`src/rtl/an_sec_encoder_16bits_if.sv`:
```
// Handshake bus for the AN-code encoder: input word + error request, output codeword.
interface an_sec_encoder_16bits_if #(
  parameter int unsigned N_BITS = 17,
  parameter int unsigned W_BITS = 30,
  parameter int unsigned L_BITS = 5
);
  logic              in_valid;
  logic              in_ready;
  logic [N_BITS-1:0] n;
  logic              err_en;
  logic [L_BITS-1:0] err_pos;
  logic              err_sign;
  logic              out_valid;
  logic              out_ready;
  logic [W_BITS-1:0] w;

  // Producer of data words and consumer of codewords.
  modport master (
    output in_valid, n, err_en, err_pos, err_sign, out_ready,
    input  in_ready, out_valid, w
  );

  // The encoder itself.
  modport slave (
    input  in_valid, n, err_en, err_pos, err_sign, out_ready,
    output in_ready, out_valid, w
  );
endinterface

```
`src/rtl/an_sec_encoder_16bits.sv`:
```
// AN-code encoder: W = A*N by iterative shift-add (one bit of A per cycle), with an
// optional +/-2^k arithmetic error injected before the codeword is presented.
module an_sec_encoder_16bits #(
  parameter int unsigned A      = 4547,
  parameter int unsigned A_BITS = 13,
  parameter int unsigned N_BITS = 17,
  parameter int unsigned W_BITS = 30,
  parameter int unsigned L_BITS = 5
) (
  input logic                    i_clk,
  input logic                    i_rst_n,
  an_sec_encoder_16bits_if.slave io_bus
);

  localparam int unsigned       CntW    = $clog2(A_BITS + 1);
  localparam logic [A_BITS-1:0] ACoef   = A_BITS'(A);
  localparam logic [CntW-1:0]   CntLast = CntW'(A_BITS - 1);

  typedef enum logic [1:0] {StIdle, StMul, StInj, StHold} state_e;

  state_e            r_state,     w_state_nxt;
  logic [N_BITS-1:0] r_n,         w_n_nxt;
  logic              r_err_en,    w_err_en_nxt;
  logic [L_BITS-1:0] r_err_pos,   w_err_pos_nxt;
  logic              r_err_sign,  w_err_sign_nxt;
  logic [W_BITS-1:0] r_acc,       w_acc_nxt;
  logic [CntW-1:0]   r_cnt,       w_cnt_nxt;
  logic [W_BITS-1:0] r_w,         w_w_nxt;
  logic              r_out_valid, w_out_valid_nxt;

  logic [W_BITS-1:0] w_n_ext;
  logic [W_BITS-1:0] w_partial;
  logic [W_BITS-1:0] w_err_mag;
  logic [W_BITS-1:0] w_inj;

  // Datapath: current shift-add term and the error-injected sum (wraps mod 2^W_BITS).
  always_comb begin
    w_n_ext   = W_BITS'(r_n);
    w_partial = ACoef[r_cnt] ? (w_n_ext << r_cnt) : '0;
    // Positions at or beyond the codeword width inject nothing.
    w_err_mag = (r_err_en && (32'(r_err_pos) < W_BITS)) ? (W_BITS'(1) << r_err_pos) : '0;
    w_inj     = r_err_sign ? (r_acc - w_err_mag) : (r_acc + w_err_mag);
  end

  // Next-state logic for the accept / multiply / inject / hold sequence.
  always_comb begin
    w_state_nxt     = r_state;
    w_n_nxt         = r_n;
    w_err_en_nxt    = r_err_en;
    w_err_pos_nxt   = r_err_pos;
    w_err_sign_nxt  = r_err_sign;
    w_acc_nxt       = r_acc;
    w_cnt_nxt       = r_cnt;
    w_w_nxt         = r_w;
    w_out_valid_nxt = r_out_valid;
    unique case (r_state)
      StIdle: begin
        if (io_bus.in_valid) begin
          w_n_nxt        = io_bus.n;
          w_err_en_nxt   = io_bus.err_en;
          w_err_pos_nxt  = io_bus.err_pos;
          w_err_sign_nxt = io_bus.err_sign;
          w_acc_nxt      = '0;
          w_cnt_nxt      = '0;
          w_state_nxt    = StMul;
        end
      end
      StMul: begin
        w_acc_nxt = r_acc + w_partial;
        w_cnt_nxt = r_cnt + CntW'(1);
        if (r_cnt == CntLast) begin
          w_state_nxt = StInj;
        end
      end
      StInj: begin
        w_w_nxt         = w_inj;
        w_out_valid_nxt = 1'b1;
        w_state_nxt     = StHold;
      end
      StHold: begin
        if (io_bus.out_ready) begin
          w_out_valid_nxt = 1'b0;
          w_state_nxt     = StIdle;
        end
      end
      default: w_state_nxt = StIdle;
    endcase
  end

  // State registers with synchronous active-low reset; reset discards any in-flight word.
  always_ff @(posedge i_clk) begin
    if (!i_rst_n) begin
      r_state     <= StIdle;
      r_n         <= '0;
      r_err_en    <= 1'b0;
      r_err_pos   <= '0;
      r_err_sign  <= 1'b0;
      r_acc       <= '0;
      r_cnt       <= '0;
      r_w         <= '0;
      r_out_valid <= 1'b0;
    end else begin
      r_state     <= w_state_nxt;
      r_n         <= w_n_nxt;
      r_err_en    <= w_err_en_nxt;
      r_err_pos   <= w_err_pos_nxt;
      r_err_sign  <= w_err_sign_nxt;
      r_acc       <= w_acc_nxt;
      r_cnt       <= w_cnt_nxt;
      r_w         <= w_w_nxt;
      r_out_valid <= w_out_valid_nxt;
    end
  end

  assign io_bus.in_ready  = (r_state == StIdle);
  assign io_bus.out_valid = r_out_valid;
  assign io_bus.w         = r_w;

endmodule

```
`src/flat_wrapper.sv`:
```
// flat-port wrapper written by rule: the top's interface ports become plain ports
module an_sec_encoder_16bits_flat 
#(
  parameter int unsigned A      = 4547,
  parameter int unsigned A_BITS = 13,
  parameter int unsigned N_BITS = 17,
  parameter int unsigned W_BITS = 30,
  parameter int unsigned L_BITS = 5
)
  (i_clk, i_rst_n, io_bus_in_valid, io_bus_n, io_bus_err_en, io_bus_err_pos, io_bus_err_sign, io_bus_out_ready, io_bus_in_ready, io_bus_out_valid, io_bus_w);
  an_sec_encoder_16bits_if #(.N_BITS(N_BITS), .W_BITS(W_BITS), .L_BITS(L_BITS)) io_bus_i ();
  input logic i_clk;
  input logic i_rst_n;
  input wire logic [$bits(io_bus_i.in_valid)-1:0] io_bus_in_valid;
  input wire logic [$bits(io_bus_i.n)-1:0] io_bus_n;
  input wire logic [$bits(io_bus_i.err_en)-1:0] io_bus_err_en;
  input wire logic [$bits(io_bus_i.err_pos)-1:0] io_bus_err_pos;
  input wire logic [$bits(io_bus_i.err_sign)-1:0] io_bus_err_sign;
  input wire logic [$bits(io_bus_i.out_ready)-1:0] io_bus_out_ready;
  output wire logic [$bits(io_bus_i.in_ready)-1:0] io_bus_in_ready;
  output wire logic [$bits(io_bus_i.out_valid)-1:0] io_bus_out_valid;
  output wire logic [$bits(io_bus_i.w)-1:0] io_bus_w;
  assign io_bus_i.in_valid = io_bus_in_valid;
  assign io_bus_i.n = io_bus_n;
  assign io_bus_i.err_en = io_bus_err_en;
  assign io_bus_i.err_pos = io_bus_err_pos;
  assign io_bus_i.err_sign = io_bus_err_sign;
  assign io_bus_i.out_ready = io_bus_out_ready;
  assign io_bus_in_ready = io_bus_i.in_ready;
  assign io_bus_out_valid = io_bus_i.out_valid;
  assign io_bus_w = io_bus_i.w;
  an_sec_encoder_16bits #(.A(A), .A_BITS(A_BITS), .N_BITS(N_BITS), .W_BITS(W_BITS), .L_BITS(L_BITS)) u_core (.i_clk(i_clk), .i_rst_n(i_rst_n), .io_bus(io_bus_i));
endmodule
```
`config.mk`:
```
export PLATFORM = sky130hd
export DESIGN_NAME = an_sec_encoder_16bits_flat
export DESIGN_NICKNAME = d
export VERILOG_FILES = /design/src/rtl/an_sec_encoder_16bits_if.sv /design/src/rtl/an_sec_encoder_16bits.sv /design/src/flat_wrapper.sv
export SDC_FILE = /design/constraint.sdc
export NUM_CORES = 1
export LEC_CHECK = 0
export BUFFER_PORTS_ARGS = -buffer_cell sky130_fd_sc_hd__buf_2
export CAP_MARGIN = 20
export CORE_ASPECT_RATIO = 0.5
export CORE_UTILIZATION = 35
export CTS_CLUSTER_SIZE = 10
export DETAILED_ROUTE_END_ITERATION = 8
export HOLD_SLACK_MARGIN = 0.12
export SYNTH_ARGS = -nofsm -noshare
export SYNTH_HDL_FRONTEND = slang
export SYNTH_SLANG_ARGS = --single-unit
```
`constraint.sdc`:
```
create_clock -name i_clk -period 3.95 [get_ports i_clk]
set_clock_uncertainty 0.15 [all_clocks]
set_input_delay 0.79 -clock i_clk [delete_from_list [all_inputs] [get_ports i_clk]]
set_output_delay 0.79 -clock i_clk [all_outputs]
set_load 0.02 [all_outputs]
```
* After elaboration in Yosys (flattened, before gate mapping)
Memories as Yosys holds them, arrays and structs flattened. A register that Yosys moved wholly into a read port is not among the register bits.
Cells that the tools add are included.
** Word-level totals
- Flip-flop bits (word level) :: 91
- Memories kept :: 1
- Output and inout port bits :: 32
- Logic and storage cells :: 49
- Input bits :: 28
- Memory bits (read-only) :: 16
** Operators by class
- $lt $le $gt $ge :: 2
- Reductions and logical operators :: 8
- Mux-type cells :: 16
- $add $sub $neg :: 4
- Shift operators :: 2
- Equality and inequality tests :: 7
** Memory list
- (no name shown) :: words 16, width 1, rd ports 1, clocked after Yosys merged registers in 1, wr ports 0, line an_sec_encoder_16bits.sv:39 : w_partial = ACoef[r_cnt] ? (w_n_ext << r_cnt) : '0;
** Operator list (number)
- $mux W30 :: 4
- $add A30 B30 Y30 :: 2
- $pmux W30 S2 :: 1
- $shl A1 B5 Y30 const A :: 1
- $shl A17 B4 Y30 :: 1
- $sub A30 B30 Y30 :: 1
- $mux W4 :: 3
- $pmux W2 S4 :: 1
- $pmux W4 S2 :: 1
- $mux W2 :: 3
- $reduce_and A2 Y1 :: 3
- $lt A4 B5 Y1 const B :: 1
- $lt A5 B5 Y1 const B :: 1
- $add A4 B1 Y4 const B :: 1
- $eq A2 B2 Y1 const B :: 2
- $eq A4 B4 Y1 const B :: 1
- $ne A2 B2 Y1 const B :: 2
- $reduce_bool A2 Y1 :: 2
- $reduce_and A3 Y1 :: 1
- $eq A2 B1 Y1 const B :: 1
- $logic_not A2 Y1 :: 1
- $mux W1 :: 2
- $ne A2 B1 Y1 const B :: 1
- $pmux W1 S2 :: 1
- $logic_and A1 B1 Y1 :: 1

* Depth between registers and ports, before layout
- Word-level depth :: 5
- Depth in mapped cells :: 22
- Depth with buffers taken out :: 19

* Worst setup path after synthesis
No wires, ideal clock.
- Kind :: reg2reg
- Start point :: register u_core.r_err_pos[4]
- End point :: register u_core.r_w[22] (netlist: u_core.io_bus.w[22])
- Clock period less this slack :: 4.214 ns
- Setup time :: 0.062 ns
- Slack :: -0.264 ns
- Required time :: 3.738 ns
- Buffers on the path :: 2
- Arrival :: 4.002 ns
- Cell stages (with the launch flop) :: 22
- Path through :: dfxtp_1 > clkbuf_1 > nand2b_1 > nor2_1 > and3_1 > inv_1 > ha_1 > clkbuf_1 > o21a_1 > a21oi_1 > a21oi_1 > o32a_1 > ha_1 > and4_1 > and3_2 > o221ai_2 > a31o_2 > a21o_1 > a211oi_1 > o21a_1 > mux2_1 > nand3_1
** Between the ends
- Cells in the longest elaborated chain, start to end :: 5
- Elaborated cells between the ends (all ways) :: 7
- Those cells by class :: add/sub: 2; order compare: 1; shift: 1; mux: 2; reduce/logical: 1
** Ends and longest elaborated chain
- start, declared :: line an_sec_encoder_16bits.sv:24 : logic [L_BITS-1:0] r_err_pos, w_err_pos_nxt;
- start signal, assigned :: line an_sec_encoder_16bits.sv:106 : r_err_pos <= w_err_pos_nxt;
- $lt A5 B5 Y1 :: line an_sec_encoder_16bits.sv:41 : w_err_mag = (r_err_en && (32'(r_err_pos) < W_BITS)) ? (W_BITS'(1) << r_err_pos) : '0;
- $logic_and A1 B1 Y1 :: line an_sec_encoder_16bits.sv:41
- $mux W30 * :: line an_sec_encoder_16bits.sv:41
- $add A30 B30 Y30 / $sub A30 B30 Y30 (equally long branches) :: line an_sec_encoder_16bits.sv:42 : w_inj = r_err_sign ? (r_acc - w_err_mag) : (r_acc + w_err_mag);
- $mux W30 * :: line an_sec_encoder_16bits.sv:42
- end signal, assigned :: line an_sec_encoder_16bits.sv:110 : r_w <= w_w_nxt;
- end, declared :: line an_sec_encoder_16bits.sv:28 : logic [W_BITS-1:0] r_w, w_w_nxt;
Mark *: on every way between the ends. The rest lies on a longest branch, timed or not.
A chain may end at the register's enable or synchronous reset.

* Worst setup path in the final report
Ends and elaborated chain as after synthesis.

==> flow_metrics.py <==
metrics = {
    "cells_and_area": {
        "drive_above_1_share_pct": 16.2,
        "syn_to_final_growth_pct": 16.9,
        "final_area_um2": 9400,
        "fin_nets": 1237,
        "antennaDiodeCount": 0,
    },
    "worst_hold_path": {
        "holdCritStartpoint": "u_core.io_bus.w[9]$_SDFFE_PN0P_",
        "min_path_cells": 2,
        "hold_end": "u_core.io_bus.w[9]$_SDFFE_PN0P_",
        "hp-class": "reg -> reg",
    },
    "synth": {
        "synth_area_um2": 8040,
        "yosysWarnings": 0,
        "synth_top_family_by_area": "compound AO/OA/AOI/OAI gates",
        "synthAdderAreaFrac_pct": 10.6,
        "synth_compound_area_share_pct": 28.0,
        "avgSynthCellArea_um2": 7.50,
        "syn_nets": 1167,
        "synth_common_cells": "nand2_1 (148), nor2_1 (108), a21oi_1 (95), dfxtp_1 (92), ha_1 (65)",
        "synth_edf_count": 0,
        "synthMuxAreaShare_pct": 6.51,
        "ys.flop_type": "dfxtp_1",
        "post-synth-top-count-cell": "nand2_1",
        "synth-seq-cells": 92,
        "synth.area.top_cells": "dfxtp_1 (23%), ha_1 (10%), nand2_1 (6.9%)",
        "seq_area_frac_synth_pct": 22.9,
        "synth_top_area_share_pct": 22.9,
        "yosys.area.top_type": "dfxtp_1",
        "synth_cells": 1072,
        "synth_async_sr_flop_share_pct": 0,
        "synth_xor_area_share_pct": 5.01,
        "synthSimpleGateAreaFrac_pct": 22.5,
        "synth.distinct_cells": 83,
    },
    "critical_path": {
        "cp_num_buf_inv": 1,
        "reg2reg_to": "u_core.io_bus.w[22]$_SDFFE_PN0P_",
        "arrival_ns": 3.98,
        "slowest_stage": "mux2_1",
        "r2r_slack_ns": 0.12,
        "r2r-start": "u_core.r_err_pos[4]$_SDFFE_PN0P_",
        "cpLargestDelayFamily": "compound AO/OA/AOI/OAI gates",
        "cp_slowest_stage_delay_ns": 0.32,
        "end_kind": "flip-flop",
        "r2r_cells": 19,
        "crit_required_ns": 4.10,
        "start_kind": "flip-flop",
        "crit_fanout": 9,
        "crit_chain": "nand2b_4, nor2_4, and3_4, inv_1, ha_4, o21a_1, a21oi_1, a21oi_1, o32a_1, ha_4, and4_1, and3_4, o221ai_2, a31o_2, a21o_1, a211oi_1, o21a_1, mux2_1, nand3_1",
        "path_class": "reg -> reg",
    },
    "global_routing": {
        "grt_pass1_vias": 7267,
        "track_usage_pct": 20.4,
        "grt_overflow": 0,
        "grt_pass1_wl_um": 37800,
        "grt_max_degree": 41,
        "antenna_found_initial": 0,
    },
    "sta": {
        "setup_slack_ns": 0.115,
        "period_share_pct": 97.1,
        "setup_viol": 0,
        "finalMaxSlewViolations": 0,
        "min_period_ns": 3.83,
        "hold_viol_final": 0,
        "rsz0062_at_grt": "true",
        "fmax_mhz": 261,
        "max_slew_margin_pct": 43.5,
        "worst_slew_pin_slew_ns": 0.847,
    },
    "cts": {
        "htreeDepth": 3,
        "insertion_delay_ns": 0.36,
        "clk_pin_slew_ns": 0.07,
        "root_buffer": "clkbuf_16",
        "cts_tree": "yes",
        "numCtsBuffers": 9,
        "clock_path_buffers": 2,
        "cts.sinks": 92,
    },
    "die": {
        "start_util_pct": 36.4,
        "fp.dieW_um": 216,
        "coreArea_um2": 22100,
        "io_pins": 60,
        "num_rows": 38,
        "die-area_um2": 23600,
        "die_h_um": 109,
    },
    "route": {
        "drtIter0Drc": 575,
        "wl_per_cell_um": 16.3,
        "routed-via-count": 7850,
        "antenna_left": 0,
        "vias_per_cell": 5.43,
        "first_pass_iters": 5,
        "drc": 0,
        "wirelength_um": 23600,
    },
    "status": {
        "status": "finished clean",
    },
    "power_and_ir_drop": {
        "irDropWorstVdd_uv": 247,
        "power_density_nw_per_um2": 633,
        "leakagePower_nw": 3.90,
        "finalPower_mw": 5.95,
    },
    "placement": {
        "dpl.hpwl_um": 18700,
        "io_buffer_count": 59,
        "place_congestion": 0.921,
        "place_area_um2": 8960,
        "pre_cts_slack_ns": 0.00322,
    },
    "run": {
        "max_cap_viol_count": 0,
    },
}
routing by layer:
metal  track usage [%]  part of all wire, %  vias to the layer above
met3              4.21                  5.2                       28
met5                 0                    0                        -
met2              30.7                   41                      189
met4              5.78                  1.7                        0
met1              29.1                   53                     3628
li1                  -                    -                     4005
registers in the layout (all words and copies together), names as in the netlist, named ones only:
register and cells:
u_core.r_err_en 1, u_core.io_bus.w 30, u_core.r_n 17, u_core.r_acc 30, u_core.io_bus.out_valid 1, u_core.r_state 2
u_core.r_cnt 4, u_core.r_err_pos 5, u_core.r_err_sign 1
cells in the final DEF (no fill, tap or decap), drive strengths merged, types with 5 or more instances in the layout:
cell type / instances
mux2: 6
and3: 10
mux2i: 32
o22ai: 5
buf: 116
a21oi: 95
a211oi: 28
ha: 65
nor2b: 26
o21bai: 7
a21o: 25
inv: 36
a21boi: 6
or3: 5
o211ai: 9
a22oi: 15
o21ai: 65
o21a: 23
nor3: 18
xnor2: 33
dfxtp: 92
and2: 11
xor2: 13
nand2: 148
nand2b: 12
nand3: 38
nor2: 108
clkbuf: 12
a31oi: 15
mux4: 6
power breakdown:
| part | switching [mW] | total (mW) | leakage (nW) | internal (mW) |
|---|---|---|---|---|
| clock | 0.383 | 0.954 | 0.153 | 0.571 |
| sequential | 0.160 | 1.29 | 0.748 | 1.13 |
| combinational | 2.12 | 3.70 | 2.99 | 1.58 |
| total | 2.66 | 5.95 | 3.90 | 3.28 |
per-stage QoR:
step	util, %	TNS, ns	cells	hold WS [ns]
2_1_floorplan	-	0	1072	0.295
3_3_place_gp	40.5	0	1427	0.303
3_5_place_dp	40.5	0	1427	0.311
4_1_cts	42.0	0	1443	0.325
5_1_grt	42.5	-0.217	1447	0.343
6_report	42.5	0	1447	0.321
worst reg2reg max path, stage by stage (launching register included):
cell and delay (ns):
dfxtp_1 0.31, nand2b_4 0.15, nor2_4 0.13, and3_4 0.19, inv_1 0.06, ha_4 0.19, o21a_1 0.14, a21oi_1 0.12
a21oi_1 0.06, o32a_1 0.22, ha_4 0.29, and4_1 0.22, and3_4 0.22, o221ai_2 0.14, a31o_2 0.30, a21o_1 0.17
a211oi_1 0.20, o21a_1 0.14, mux2_1 0.32, nand3_1 0.06
logic make-up (layout without fill, tap and decap cells):
kind of cell | after synthesis | after routing
simple gates | 396 | 396
compound gates | 333 | 333
buf+inv | 94 | 169
flops | 92 | 92
fa+ha+maj | 67 | 67
xor+xnor | 46 | 46
mux | 44 | 44
worst max path at each step:
stage	from	to	slack [ns]	cells past startpoint
6_report	u_core.r_err_pos[4]$_SDFFE_PN0P_	u_core.io_bus.w[22]$_SDFFE_PN0P_	0.12	19
5_1_grt	u_core.r_cnt[0]$_SDFFE_PN0P_	u_core.r_acc[24]$_SDFFE_PN0P_	-0.07	16
4_1_cts	u_core.r_err_pos[4]$_SDFFE_PN0P_	u_core.io_bus.w[22]$_SDFFE_PN0P_	0.04	19
3_5_place_dp	u_core.r_err_pos[4]$_SDFFE_PN0P_	u_core.io_bus.w[22]$_SDFFE_PN0P_	0.003	19
3_3_place_gp	u_core.r_err_pos[4]$_SDFFE_PN0P_	u_core.io_bus.w[22]$_SDFFE_PN0P_	0.05	19
2_1_floorplan	u_core.r_err_pos[4]$_SDFFE_PN0P_	u_core.io_bus.w[22]$_SDFFE_PN0P_	0.006	21
cell type report:
cell class / count / area (µm²)
fill: 2224 / 12700
inverter: 37 / 139
clock inverter: 4 / 72.6
sequential: 92 / 1840
clock buffer: 12 / 246
tap: 300 / 375
timing repair buffer: 116 / 761
multi-input combinational: 886 / 5960
timing repair:
item / in CTS / in global routing
endpoints found under the setup margin: 1 / 11
hold endpoints to repair: 0 / 0
cloned: 0 / 0
pin swaps: 0 / 4
hold buffers: 0 / 0
setup buffers: 0 / 4
resized for setup: 1 / 20
No activity file was read; power rests on OpenSTA's default activity.
